## src/rtl/median9_pipe.sv

```systemverilog
// Three-stage pipelined 3x3 rank filter (median/min/max/centre) with CHANNELS independent lanes.
// Bubble-collapsing valid/ready flow control; the last flag rides alongside the data.
module median9_pipe #(
    parameter int DATA_WIDTH = 8,
    parameter int CHANNELS   = 1
) (
    input  logic                             clk,
    input  logic                             rst_n,
    input  logic                             inValid,
    output logic                             inReady,
    input  logic [DATA_WIDTH*9*CHANNELS-1:0] inData,
    input  logic [1:0]                       inMode,
    input  logic                             inLast,
    output logic                             outValid,
    input  logic                             outReady,
    output logic [DATA_WIDTH*CHANNELS-1:0]   outData,
    output logic                             outLast
);
    localparam int DW = DATA_WIDTH;
    typedef logic [DW-1:0] sample_t;

    function automatic sample_t min2(input sample_t a, input sample_t b);
        return (a < b) ? a : b;
    endfunction

    function automatic sample_t max2(input sample_t a, input sample_t b);
        return (a > b) ? a : b;
    endfunction

    function automatic sample_t med3(input sample_t a, input sample_t b, input sample_t c);
        return max2(min2(a, b), min2(max2(a, b), c));
    endfunction

    // Handshake: a beat moves across a boundary on a cycle where the sender's valid and the
    // receiver's ready are both 1. valid never waits on ready; a stage is ready when it is
    // empty or its own contents leave this cycle, so ready ripples combinationally from
    // outReady back to inReady.
    logic       r_s1_valid, r_s2_valid, r_s3_valid;
    logic [1:0] r_s1_mode, r_s2_mode;
    logic       r_s1_last, r_s2_last, r_s3_last;
    logic       w_s1_load, w_s2_load, w_s3_load;
    logic       w_s1_move, w_s2_move, w_s3_move;

    sample_t r_s1_hi  [CHANNELS][3];
    sample_t r_s1_mid [CHANNELS][3];
    sample_t r_s1_lo  [CHANNELS][3];
    sample_t r_s1_ctr [CHANNELS];
    sample_t w_s1_hi  [CHANNELS][3];
    sample_t w_s1_mid [CHANNELS][3];
    sample_t w_s1_lo  [CHANNELS][3];
    sample_t w_s1_ctr [CHANNELS];

    sample_t r_s2_low_max  [CHANNELS];
    sample_t r_s2_mid_med  [CHANNELS];
    sample_t r_s2_high_min [CHANNELS];
    sample_t r_s2_gmin     [CHANNELS];
    sample_t r_s2_gmax     [CHANNELS];
    sample_t r_s2_ctr      [CHANNELS];
    sample_t w_s2_low_max  [CHANNELS];
    sample_t w_s2_mid_med  [CHANNELS];
    sample_t w_s2_high_min [CHANNELS];
    sample_t w_s2_gmin     [CHANNELS];
    sample_t w_s2_gmax     [CHANNELS];

    logic [DW*CHANNELS-1:0] r_s3_data;
    logic [DW*CHANNELS-1:0] w_s3_data;

    assign w_s3_move = r_s3_valid && outReady;
    assign w_s3_load = !r_s3_valid || w_s3_move;
    assign w_s2_move = r_s2_valid && w_s3_load;
    assign w_s2_load = !r_s2_valid || w_s2_move;
    assign w_s1_move = r_s1_valid && w_s2_load;
    assign w_s1_load = !r_s1_valid || w_s1_move;

    assign inReady  = w_s1_load;
    assign outValid = r_s3_valid;
    assign outData  = r_s3_data;
    assign outLast  = r_s3_last;

    for (genvar c = 0; c < CHANNELS; c++) begin : g_lane
        assign w_s1_ctr[c] = inData[(c*9 + 4)*DW +: DW];

        for (genvar r = 0; r < 3; r++) begin : g_row
            sample_t w_a, w_b, w_c;
            assign w_a = inData[(c*9 + 3*r)*DW +: DW];
            assign w_b = inData[(c*9 + 3*r + 1)*DW +: DW];
            assign w_c = inData[(c*9 + 3*r + 2)*DW +: DW];
            assign w_s1_hi[c][r]  = max2(max2(w_a, w_b), w_c);
            assign w_s1_mid[c][r] = med3(w_a, w_b, w_c);
            assign w_s1_lo[c][r]  = min2(min2(w_a, w_b), w_c);
        end

        assign w_s2_low_max[c]  = max2(max2(r_s1_lo[c][0], r_s1_lo[c][1]), r_s1_lo[c][2]);
        assign w_s2_mid_med[c]  = med3(r_s1_mid[c][0], r_s1_mid[c][1], r_s1_mid[c][2]);
        assign w_s2_high_min[c] = min2(min2(r_s1_hi[c][0], r_s1_hi[c][1]), r_s1_hi[c][2]);
        assign w_s2_gmin[c]     = min2(min2(r_s1_lo[c][0], r_s1_lo[c][1]), r_s1_lo[c][2]);
        assign w_s2_gmax[c]     = max2(max2(r_s1_hi[c][0], r_s1_hi[c][1]), r_s1_hi[c][2]);

        assign w_s3_data[c*DW +: DW] =
            (r_s2_mode == 2'd0) ? med3(r_s2_low_max[c], r_s2_mid_med[c], r_s2_high_min[c]) :
            (r_s2_mode == 2'd1) ? r_s2_gmin[c] :
            (r_s2_mode == 2'd2) ? r_s2_gmax[c] :
                                  r_s2_ctr[c];
    end

    // S1: row sorts. Data registers only load real beats so they hold steady across bubbles.
    always_ff @(posedge clk or negedge rst_n) begin
        if (!rst_n) begin
            r_s1_valid <= 1'b0;
            r_s1_mode  <= 2'd0;
            r_s1_last  <= 1'b0;
            for (int c = 0; c < CHANNELS; c++) begin
                r_s1_ctr[c] <= '0;
                for (int r = 0; r < 3; r++) begin
                    r_s1_hi[c][r]  <= '0;
                    r_s1_mid[c][r] <= '0;
                    r_s1_lo[c][r]  <= '0;
                end
            end
        end else if (w_s1_load) begin
            r_s1_valid <= inValid;
            if (inValid) begin
                r_s1_mode <= inMode;
                r_s1_last <= inLast;
                r_s1_hi   <= w_s1_hi;
                r_s1_mid  <= w_s1_mid;
                r_s1_lo   <= w_s1_lo;
                r_s1_ctr  <= w_s1_ctr;
            end
        end
    end

    always_ff @(posedge clk or negedge rst_n) begin
        if (!rst_n) begin
            r_s2_valid <= 1'b0;
            r_s2_mode  <= 2'd0;
            r_s2_last  <= 1'b0;
            for (int c = 0; c < CHANNELS; c++) begin
                r_s2_low_max[c]  <= '0;
                r_s2_mid_med[c]  <= '0;
                r_s2_high_min[c] <= '0;
                r_s2_gmin[c]     <= '0;
                r_s2_gmax[c]     <= '0;
                r_s2_ctr[c]      <= '0;
            end
        end else if (w_s2_load) begin
            r_s2_valid <= r_s1_valid;
            if (r_s1_valid) begin
                r_s2_mode     <= r_s1_mode;
                r_s2_last     <= r_s1_last;
                r_s2_low_max  <= w_s2_low_max;
                r_s2_mid_med  <= w_s2_mid_med;
                r_s2_high_min <= w_s2_high_min;
                r_s2_gmin     <= w_s2_gmin;
                r_s2_gmax     <= w_s2_gmax;
                r_s2_ctr      <= r_s1_ctr;
            end
        end
    end

    always_ff @(posedge clk or negedge rst_n) begin
        if (!rst_n) begin
            r_s3_valid <= 1'b0;
            r_s3_last  <= 1'b0;
            r_s3_data  <= '0;
        end else if (w_s3_load) begin
            r_s3_valid <= r_s2_valid;
            if (r_s2_valid) begin
                r_s3_last <= r_s2_last;
                r_s3_data <= w_s3_data;
            end
        end
    end

endmodule

```

## config.mk

```make
export PLATFORM = sky130hd
export DESIGN_NAME = median9_pipe
export DESIGN_NICKNAME = d
export VERILOG_FILES = /design/src/rtl/median9_pipe.sv
export SDC_FILE = /design/constraint.sdc
export NUM_CORES = 1
export LEC_CHECK = 0
export ABC_CLOCK_PERIOD_IN_PS = 14280
export BUFFER_PORTS_ARGS = -buffer_cell sky130_fd_sc_hd__clkbuf_2
export CORE_MARGIN = 5
export CORE_UTILIZATION = 36
export DETAILED_ROUTE_END_ITERATION = 16
export PLACE_DENSITY = 0.64
export SKIP_CTS_REPAIR_TIMING = 1
export SYNTH_ARGS = -nofsm -noshare
export SYNTH_HDL_FRONTEND = slang
export SYNTH_SLANG_ARGS = --single-unit
export TNS_END_PERCENT = 20
```

## constraint.sdc

```tcl
create_clock -name clk -period 14.28 [get_ports clk]
set_input_delay 0 -clock clk [delete_from_list [all_inputs] [get_ports clk]]
set_output_delay 0 -clock clk [all_outputs]
set_load 0.03 [all_outputs]
```

* After elaboration in Yosys (flattened, before gate mapping)
Cells that the tools add are included.
** Storage, ports and cells
- Bits in registers :: 146
- Word-level logic and storage cells :: 111
** Cells by class
- Reductions and logical operators :: 13
- Multiplexer cells :: 37
- Equality and inequality tests :: 2
- $lt $le $gt $ge :: 34
** Operators by type and width (number)
- $mux 8 :: 37
- $gt 8x8->1 :: 17
- $lt 8x8->1 :: 17
- $reduce_and 2->1 :: 3
- $logic_and 1x1->1 :: 3
- $logic_not 1->1 :: 3
- $logic_or 1x1->1 :: 3
- $eq 2x1->1 const B :: 1
- $eq 2x2->1 const B :: 1
- $logic_not 2->1 :: 1

* Depth between registers and ports, before layout
Gate-level depths: netlist of run 1.
- Depth after elaboration :: 7
- Depth in mapped cells :: 28
- Gate-level depth less buffers :: 26

* Worst setup path before layout of run 1
No wires, ideal clock.
- Path kind :: input to register
- Start :: input inData[59]
- End :: register r_s1_mid[3] (netlist bit)
- Buffers on the path :: 0
- Required time :: 14.146 ns
- Cell stages on the path :: 24
- Setup slack :: 9.170 ns
- Arrival time :: 4.976 ns
- Path through :: inv_1 -> ha_1 -> a21oi_1 -> a31oi_1 -> a2111oi_4 -> o21bai_2 -> mux2_2 -> ha_1 -> nor2b_1 -> o21ai_0 -> nand2b_1 -> a21oi_1 -> o21ai_1 -> mux2_2 -> inv_1 -> ha_1 -> nor2b_1 -> o21a_1 -> o21a_1 -> o21ai_0 -> a21oi_1 -> o31ai_2 -> mux2i_1 -> o21ai_0
** Between the ends
- Cells in the longest elaborated chain, start to end :: 6
** RTL lines
- from (decl) :: RTL line 11 : input logic [DATA_WIDTH*9*CHANNELS-1:0] inData,
- $gt 8x8->1 :: RTL line 27 : return (a > b) ? a : b;
- $mux 8 :: RTL line 27
- $lt 8x8->1 :: RTL line 23 : return (a < b) ? a : b;
- $mux 8 :: RTL line 23
- $gt 8x8->1 :: RTL line 27
- $mux 8 (*) :: RTL line 27
- to (signal assigned) :: RTL line 126 : r_s1_mid <= w_s1_mid;
- to (decl) :: RTL line 45 : sample_t r_s1_mid [CHANNELS][3];
Every way passes the cells marked *; elsewhere a longest branch is shown, timed or not.
A chain may end at the register's enable or synchronous reset.

* Final worst setup path of run 1
- Start :: input inData[33]
- End :: register r_s1_mid[8] (netlist bit)
Same word-level chain as after synthesis.

==> results of run 1 <==
-- power breakdown --
group          switching, W  internal (W)  leakage (nW)  total [W]
logic               0.00112      0.000806          5.16    0.00192
registers          0.000141      0.000550          1.79   0.000691
clock network      0.000196      0.000249         0.277   0.000446
total               0.00146       0.00161          7.23    0.00306
-- flip-flops by register name (all words and copies together), names as in the netlist --
signal	cells
r_s2_gmax	8
r_s2_ctr	8
r_s1_last	1
r_s2_mid_med	8
r_s1_mode	2
r_s2_high_min	8
outData	8
r_s2_mode	2
r_s1_hi	24
r_s2_gmin	8
r_s2_low_max	8
outValid	1
r_s1_ctr	8
r_s1_lo	24
r_s1_valid	1
outLast	1
r_s1_mid	24
r_s2_valid	1
r_s2_last	1
-- layout make-up --
type,count,area share (%)
inverters,139,3.54
repair buffers,128,5.61
clock inverters,14,0.967
clock buffers,18,2.98
multi-input cells,1162,58.2
well taps,461,3.91
flip-flops and latches,146,24.8
-- kinds of logic (layout without fill, tap and decap cells) --
kind of cell               after synthesis  after routing
AOI/OAI and AO/OA                      396            396
adders and majority gates              185            185
buffers and inverters                  198            299
DFF                                    146            146
muxes                                  172            172
and+or+nand+nor                        409            409
-- path summary, 6_finish.rpt --
kind,start,to,slack [ns]
worst min register to register,r_s1_ctr[7],r_s2_ctr[7],0.47
worst max-delay path,inData[33],r_s1_mid[8],8.33
worst max register to register,r_s2_mid_med[1],outData[1],8.34
max in group asynchronous,rst_n,r_s1_lo[2],12.72
min in group asynchronous,rst_n,r_s2_valid,0.13
worst min-delay path,inData[20],r_s1_lo[20],-0.03
-- per-layer routing --
| layer | up-vias | part of all wire [%] | wire length [um] | GRT usage [%] |
|---|---|---|---|---|
| met2 | 255 | 47 | 17400 | 30.4 |
| met3 | 66 | 3.7 | 1360 | 2.45 |
| li1 | 5618 | - | - | - |
| met4 | 0 | 3.0 | 1110 | 6.57 |
| met5 | - | 0 | 0 | 0 |
| met1 | 5366 | 46 | 17000 | 24.9 |
-- worst max-delay path, stage by stage --
cell	delay, ns
dlygate4sd3_1	0.53
clkbuf_2	0.12
inv_1	0.10
ha_1	0.26
nor2b_1	0.14
o21a_1	0.15
o21ai_0	0.31
a21oi_1	0.14
o22a_1	0.35
mux2i_1	0.37
inv_1	0.12
ha_1	0.31
nor2b_1	0.13
o21ai_0	0.14
nand2b_1	0.07
a21oi_1	0.21
o21a_1	0.44
nor2_1	0.12
a21o_1	0.17
ha_1	0.28
nor2b_1	0.13
o21a_1	0.12
o21ai_0	0.07
nand2b_1	0.08
a21oi_1	0.07
a21oi_1	0.86
a2111oi_0	0.16
a211o_1	0.32
-- layout by cell type, fill, tap and decap left out, drive strengths merged, types with 7 or more instances in the layout --
cell,instances
buf,7
o31ai,10
dlygate4sd3,33
ha,185
o21a,21
o211ai,11
a31o,10
nor2b,30
o21ai,160
o311ai,12
dfrtp,146
clkbuf,106
a21o,38
mux2i,76
a31oi,17
nand3,42
mux2,96
o221ai,12
a221o,7
nand2,207
nor2,50
a21oi,61
inv,146
nand2b,17
nand4,33
-- per-stage QoR --
| step | utilization [%] | hold slack, ns |
|---|---|---|
| floorplan | - | -0.296 |
| finish | 41.5 | -0.0280 |
| global route | 41.5 | 0.00205 |
| global placement | 38.9 | 0.0516 |
| detailed placement | 38.9 | 0.0603 |
| CTS | 40.6 | -0.411 |
==> summary.txt, run 1 <==
Critical path
  – Critical Path AT: 6.28 ns
  – Req. time, crit path: 14.61 ns
  – Reg2reg path depth: 23
  – Setup crit start kind: primary input
  – Setup CP Type: in -> reg
  – CP max FO: 16
  – CP endpoint kind: register

Floorplanning
  – Starting density of the core: 36.5%
  – Full die area: 0.0400 mm2
  – Die Y: 200 um
  – Core ar.: 0.0356 mm2
  – DIE WIDTH: 200 um
  – # IOs: 90
  – Site Rows: 69

Timing
  – Skew final: 0.0148 ns
  – Slew of the pin with the lowest slew margin: 1.10 ns
  – Hold Fails Final Rpt: 4
  – RSZ-0062 raised after global routing: false
  – Final Max Tran Viols: 0
  – Final worst path period share: 41.7%
  – Fin Hold WS: -0.0280 ns
  – Slack of the critical path: 8.33 ns
  – Final setup violation count: 0
  – Final setup TNS: 0 ns
  – Fmax: 168 MHz
  – Relative slew slack: 26.8%
  – Post-layout minimum cycle time: 5.95 ns

Flow run
  – Maxcap violations: 0

Hold path
  – HP Class: in -> reg
  – Hold path depth: 3

Logic synthesis
  – Syn Std Cell Area: 0.0130 mm2
  – Top cells by area, synth: dfrtp_1 (28%), ha_1 (18%), mux2_2 (8.2%)
  – Post-synth EDFFs: 0
  – Top cells by count, synth: nand2_1 (207), ha_1 (185), o21ai_0 (148)
  – Post-Synthesis Cells: 1506
  – Synth Area in XOR/XNOR: 0%
  – Post-synthesis sequential element count: 146
  – Post-synthesis mux area share: 14.2%
  – Simple logic cell fraction of the synthesized area: 14.7%
  – Synth Warn #: 0
  – Synthesized area per cell: 8.63 um2
  – Most common cell in the netlist: nand2_1
  – Post-Synth Adder-Cell Area: 17.8%
  – Synth cell types: 64
  – Asr flop ratio synth: 100%
  – Cell taking the most area after synthesis: dfrtp_1
  – Top-area cell type share of the netlist area: 28.1%
  – Compound-cell area share of the yosys netlist: 19.4%
  – Sequential-to-total area share from yosys stat: 28.1%
  – Post-synthesis net count: 1770
  – Largest family of logic cells by synthesized area: compound AO/OA/AOI/OAI gates
  – Main flop type after synthesis: dfrtp_1

Finish
  – Area Growth Syn to Fin: 13.5%
  – Share of cells above drive strength 1: 15.6%
  – Fin cells: 2068
  – Design Area, Final: 0.0148 mm2
  – FF+latch area: 0.00365 mm2
  – Layout fillers: 3502
  – Multi-input logic area: 0.00859 mm2
  – Final #Nets: 1858
  – Antenna diodes: 0

Pwr
  – PwrDens: 207 mW/mm2
  – Peak VDD IR: 130 uV
  – Power Total: 0.00306 W
  – Leakage power total: 7.23 nW

Global routing
  – Number of global-route vias before repair: 11100
  – First-pass GRT wire length: 59100 um
  – Initial antenna violation count: 0
  – Global route overflow: 0
  – Largest net degree at the start of global routing: 101
  – Gr usage total: 18.4%

Placed design
  – Place WS: 8.14 ns
  – Placed inst area: 0.0138 mm2
  – Cells after DPL: 2003
  – Final GP Congestion: 0.953
  – Post-DP HPWL: 29100 um
  – PortBufs: 89

Route
  – First-pass DRT Iterations: 5
  – DR vias/cell: 5.47
  – Number of DRC markers in iteration 0: 702
  – Wire per inst: 17.8 um
  – DR vias: 11300
  – Final WL: 36800 um
  – Routed Antenna Nets: 0
  – Detailed-route DRC error count: 0

Clock tree
  – Total CTS buffers: 17
  – CTS tree: built
  – CTS H-tree depth: 4
  – Clock latency on the worst-skew pair: 0.44 ns
  – CTS Sinks: 146
  – Worst-path clk slew: 0.07 ns
  – Root Driver: clkbuf_16
  – CTS Buffer Depth: 2

Outcome
  – Status: finished with violations
  – Failing checks: negative hold slack
Power figures use the tool's default switching activity.
==> run 2, diff against run 1 <==
--- a/config.mk
+++ b/config.mk
@@ -5,12 +5,13 @@
 export SDC_FILE = /design/constraint.sdc
 export NUM_CORES = 1
 export LEC_CHECK = 0
-export ABC_CLOCK_PERIOD_IN_PS = 14280
+export ABC_AREA = 1
+export ABC_CLOCK_PERIOD_IN_PS = 5200
 export BUFFER_PORTS_ARGS = -buffer_cell sky130_fd_sc_hd__clkbuf_2
 export CORE_MARGIN = 5
 export CORE_UTILIZATION = 36
 export DETAILED_ROUTE_END_ITERATION = 16
-export PLACE_DENSITY = 0.64
+export PLACE_DENSITY = 0.66
 export SKIP_CTS_REPAIR_TIMING = 1
 export SYNTH_ARGS = -nofsm -noshare
 export SYNTH_HDL_FRONTEND = slang
==> constraint.sdc (replaced) <==
create_clock -name clk -period 5.2 [get_ports clk]
set_input_delay 0 -clock clk [delete_from_list [all_inputs] [get_ports clk]]
set_output_delay 0 -clock clk [all_outputs]
set_load 0.03 [all_outputs]
==> summary.txt, run 2 <==
Timing
  – Skew final: 0.0144 ns
  – Fin Hold WS: -0.0281 ns
  – Final setup violation count: 0
  – Post-layout minimum cycle time: 4.78 ns
  – Final worst path period share: 91.9%
  – Fmax: 209 MHz
  – Final setup TNS: 0 ns
  – Hold Fails Final Rpt: 7
  – Slew of the pin with the lowest slew margin: 1.22 ns
  – Relative slew slack: 18.1%
  – Final Max Tran Viols: 0

Placed design
  – Cells after DPL: 2377
  – Post-DP HPWL: 29800 um
  – Final GP Congestion: 0.959
  – PortBufs: 89

Route
  – Routed Antenna Nets: 0
  – M1 wire length: 17100 um
  – DR vias: 12700
  – Top sig layer: met4
  – DR vias/cell: 5.25
  – Metal2 WL: 17800 um
  – Wire per inst: 15.5 um
  – Number of DRC markers in iteration 0: 1010
  – Final WL: 37600 um
  – Detailed-route DRC error count: 0
  – WL met3: 1720 um
  – First-pass DRT Iterations: 5

Finish
  – Share of cells above drive strength 1: 9.78%
  – Final #Nets: 2214
  – FF+latch area: 0.00365 mm2
  – Fin cells: 2424
  – Final Util: 41.1%
  – Top Registers: r_s1_hi: 24 flops, r_s1_lo: 24 flops, r_s1_mid: 24 flops
  – Area Growth Syn to Fin: 12.6%
  – Multi-input logic area: 0.00823 mm2
  – Antenna diodes: 0
  – Leading cell type in the layout, fill and taps excluded: nand2_1
  – Layout fillers: 3741
  – Most frequent cells in the layout: nand2_1 (510), inv_1 (226), o21ai_0 (213), ha_1 (185), dfrtp_1 (146)

Clock tree
  – Root Driver: clkbuf_16
  – CTS tree: built
  – CTS Buffer Depth: 2
  – Worst-path clk slew: 0.06 ns
  – CTS H-tree depth: 4
  – CTS Sinks: 146
  – Total CTS buffers: 17
  – Clock latency on the worst-skew pair: 0.43 ns

Logic synthesis
  – Compound-cell area share of the yosys netlist: 20.4%
  – Synth Area in XOR/XNOR: 0%
  – Asr flop ratio synth: 100%
  – Post-Synthesis Cells: 1867
  – Main flop type after synthesis: dfrtp_1
  – Synthesized area per cell: 6.96 um2
  – Most common cell in the netlist: nand2_1
  – Syn Std Cell Area: 0.0130 mm2
  – Post-synthesis sequential element count: 146
  – Synth Warn #: 0
  – Synth cell types: 40
  – Post-synth EDFFs: 0
  – Post-synthesis mux area share: 0%
  – Top cells by area, synth: dfrtp_1 (28%), ha_1 (18%), nand2_1 (15%)
  – Post-Synth Adder-Cell Area: 17.8%
  – Simple logic cell fraction of the synthesized area: 25.0%
  – Sequential-to-total area share from yosys stat: 28.1%
  – Cell taking the most area after synthesis: dfrtp_1
  – Largest family of logic cells by synthesized area: simple AND/OR/NAND/NOR gates
  – Top-area cell type share of the netlist area: 28.1%
  – Top cells by count, synth: nand2_1 (511), inv_1 (228), o21ai_0 (215)
  – Post-synthesis net count: 2131

Pwr
  – PwrDens: 686 mW/mm2
  – Leakage power total: 7.54 nW
  – Peak VDD IR: 536 uV

Outcome
  – Status: finished with violations
  – Failing checks: negative hold slack

Floorplanning
  – Site Rows: 69
  – # IOs: 90
  – Starting density of the core: 36.5%
  – Full die area: 0.0400 mm2
  – Die Y: 200 um
  – DIE WIDTH: 200 um
  – Core ar.: 0.0356 mm2

Critical path
  – Reg-to-reg startpoint: r_s1_mid[10]
  – Critical path's top delay family: compound AO/OA/AOI/OAI gates
  – Critical path's slowest cell: dlygate4sd3_1
  – Setup CP Type: in -> reg
  – Critical Path AT: 5.07 ns
  – Levels on crit path: 24
  – Setup crit start kind: primary input
  – Req. time, crit path: 5.49 ns
  – Reg2reg path depth: 27
  – Cell mode on critical path: o21ai_0
  – CP max stage delay: 0.55 ns
  – Critical path cell sequence: dlygate4sd3_1, clkbuf_2, inv_1, ha_1, nand2_1, nor2_1, nand3_1, o21ai_2, o21ai_0, ha_1, inv_1, nor2_1, nor2_1, o21a_1, o221ai_2, o21ai_0, ha_1, nand2_1, o21ai_0, nand2_1, a32oi_1, inv_1, o211ai_1, o21ai_0
  – R2R setup slack: 0.43 ns
  – CP endpoint kind: register
  – CP max FO: 17
  – Worst Path Buf+Inv: 5
  – R2R Path End: r_s2_mid_med[7]

Hold path
  – Hold path depth: 5
  – Hold Path End: r_s1_lo[6]
  – HP Start: inData[70]
  – HP Class: in -> reg

Global routing
  – Gr usage total: 18.9%
  – Largest net degree at the start of global routing: 78
  – Number of global-route vias before repair: 12400
  – Global route overflow: 0
  – First-pass GRT wire length: 61700 um
  – Initial antenna violation count: 0

Flow run
  – Maxcap violations: 0
[run 2: layout make-up]
type	count	share of cell area [%]
Clock buffer	19	3.10
Timing Repair Buffer	122	5.04
Clock inverter	13	0.795
Multi-Input combinational cell	1433	56.3
Tap cell	461	3.94
Inverter	230	5.90
Sequential cell	146	25.0
[run 2: worst max-delay path by stage]
| stage | startpoint | to | slack (ns) |
|---|---|---|---|
| floorplan | r_s1_mid[11] | r_s2_mid_med[4] | 0.95 |
| global placement | r_s1_mid[11] | r_s2_mid_med[2] | 0.29 |
| detailed placement | r_s1_mid[10] | r_s2_mid_med[3] | 0.26 |
| CTS | r_s1_mid[10] | r_s2_mid_med[3] | 0.24 |
| global route | r_s2_mid_med[1] | outData[3] | -0.05 |
| finish | inData[38] | r_s1_mid[11] | 0.42 |
[run 2: per-layer routing]
layer | GRT usage, % | vias to the layer above
li1 | - | 6414
met1 | 25.5 | 5904
met2 | 31.5 | 335
met3 | 2.62 | 70
met4 | 5.99 | 0
met5 | 0 | -
[run 2: cell families after synthesis]
family | count (synthesis)
buffers and inverters | 288
flip-flops | 146
adder cells (fa/ha/maj) | 185
AO/OA/AOI/OAI | 468
AND/OR/NAND/NOR | 780
[run 2: per-stage QoR]
step                      area (um2)  power (W)  worst slack (ns)
after floorplan                13000    0.00700             0.954
after global placement         13900    0.00850             0.286
after detailed placement       13900    0.00870             0.265
after CTS                      14500    0.00994             0.243
after global routing           14600     0.0112           -0.0465
final                          14600     0.0100             0.419
[run 2: report_power, final]
part	internal, W	switching (W)
Sequential	0.00157	0.000384
Combinational	0.00244	0.00445
Clock	0.000655	0.000543
Total	0.00466	0.00538
[run 2: tightest hold or removal path: stages]
cell and delay [ns]:
clkbuf_2 0.08, inv_1 0.09, nand2_1 0.08, nand3_1 0.06, nand2_1 0.05
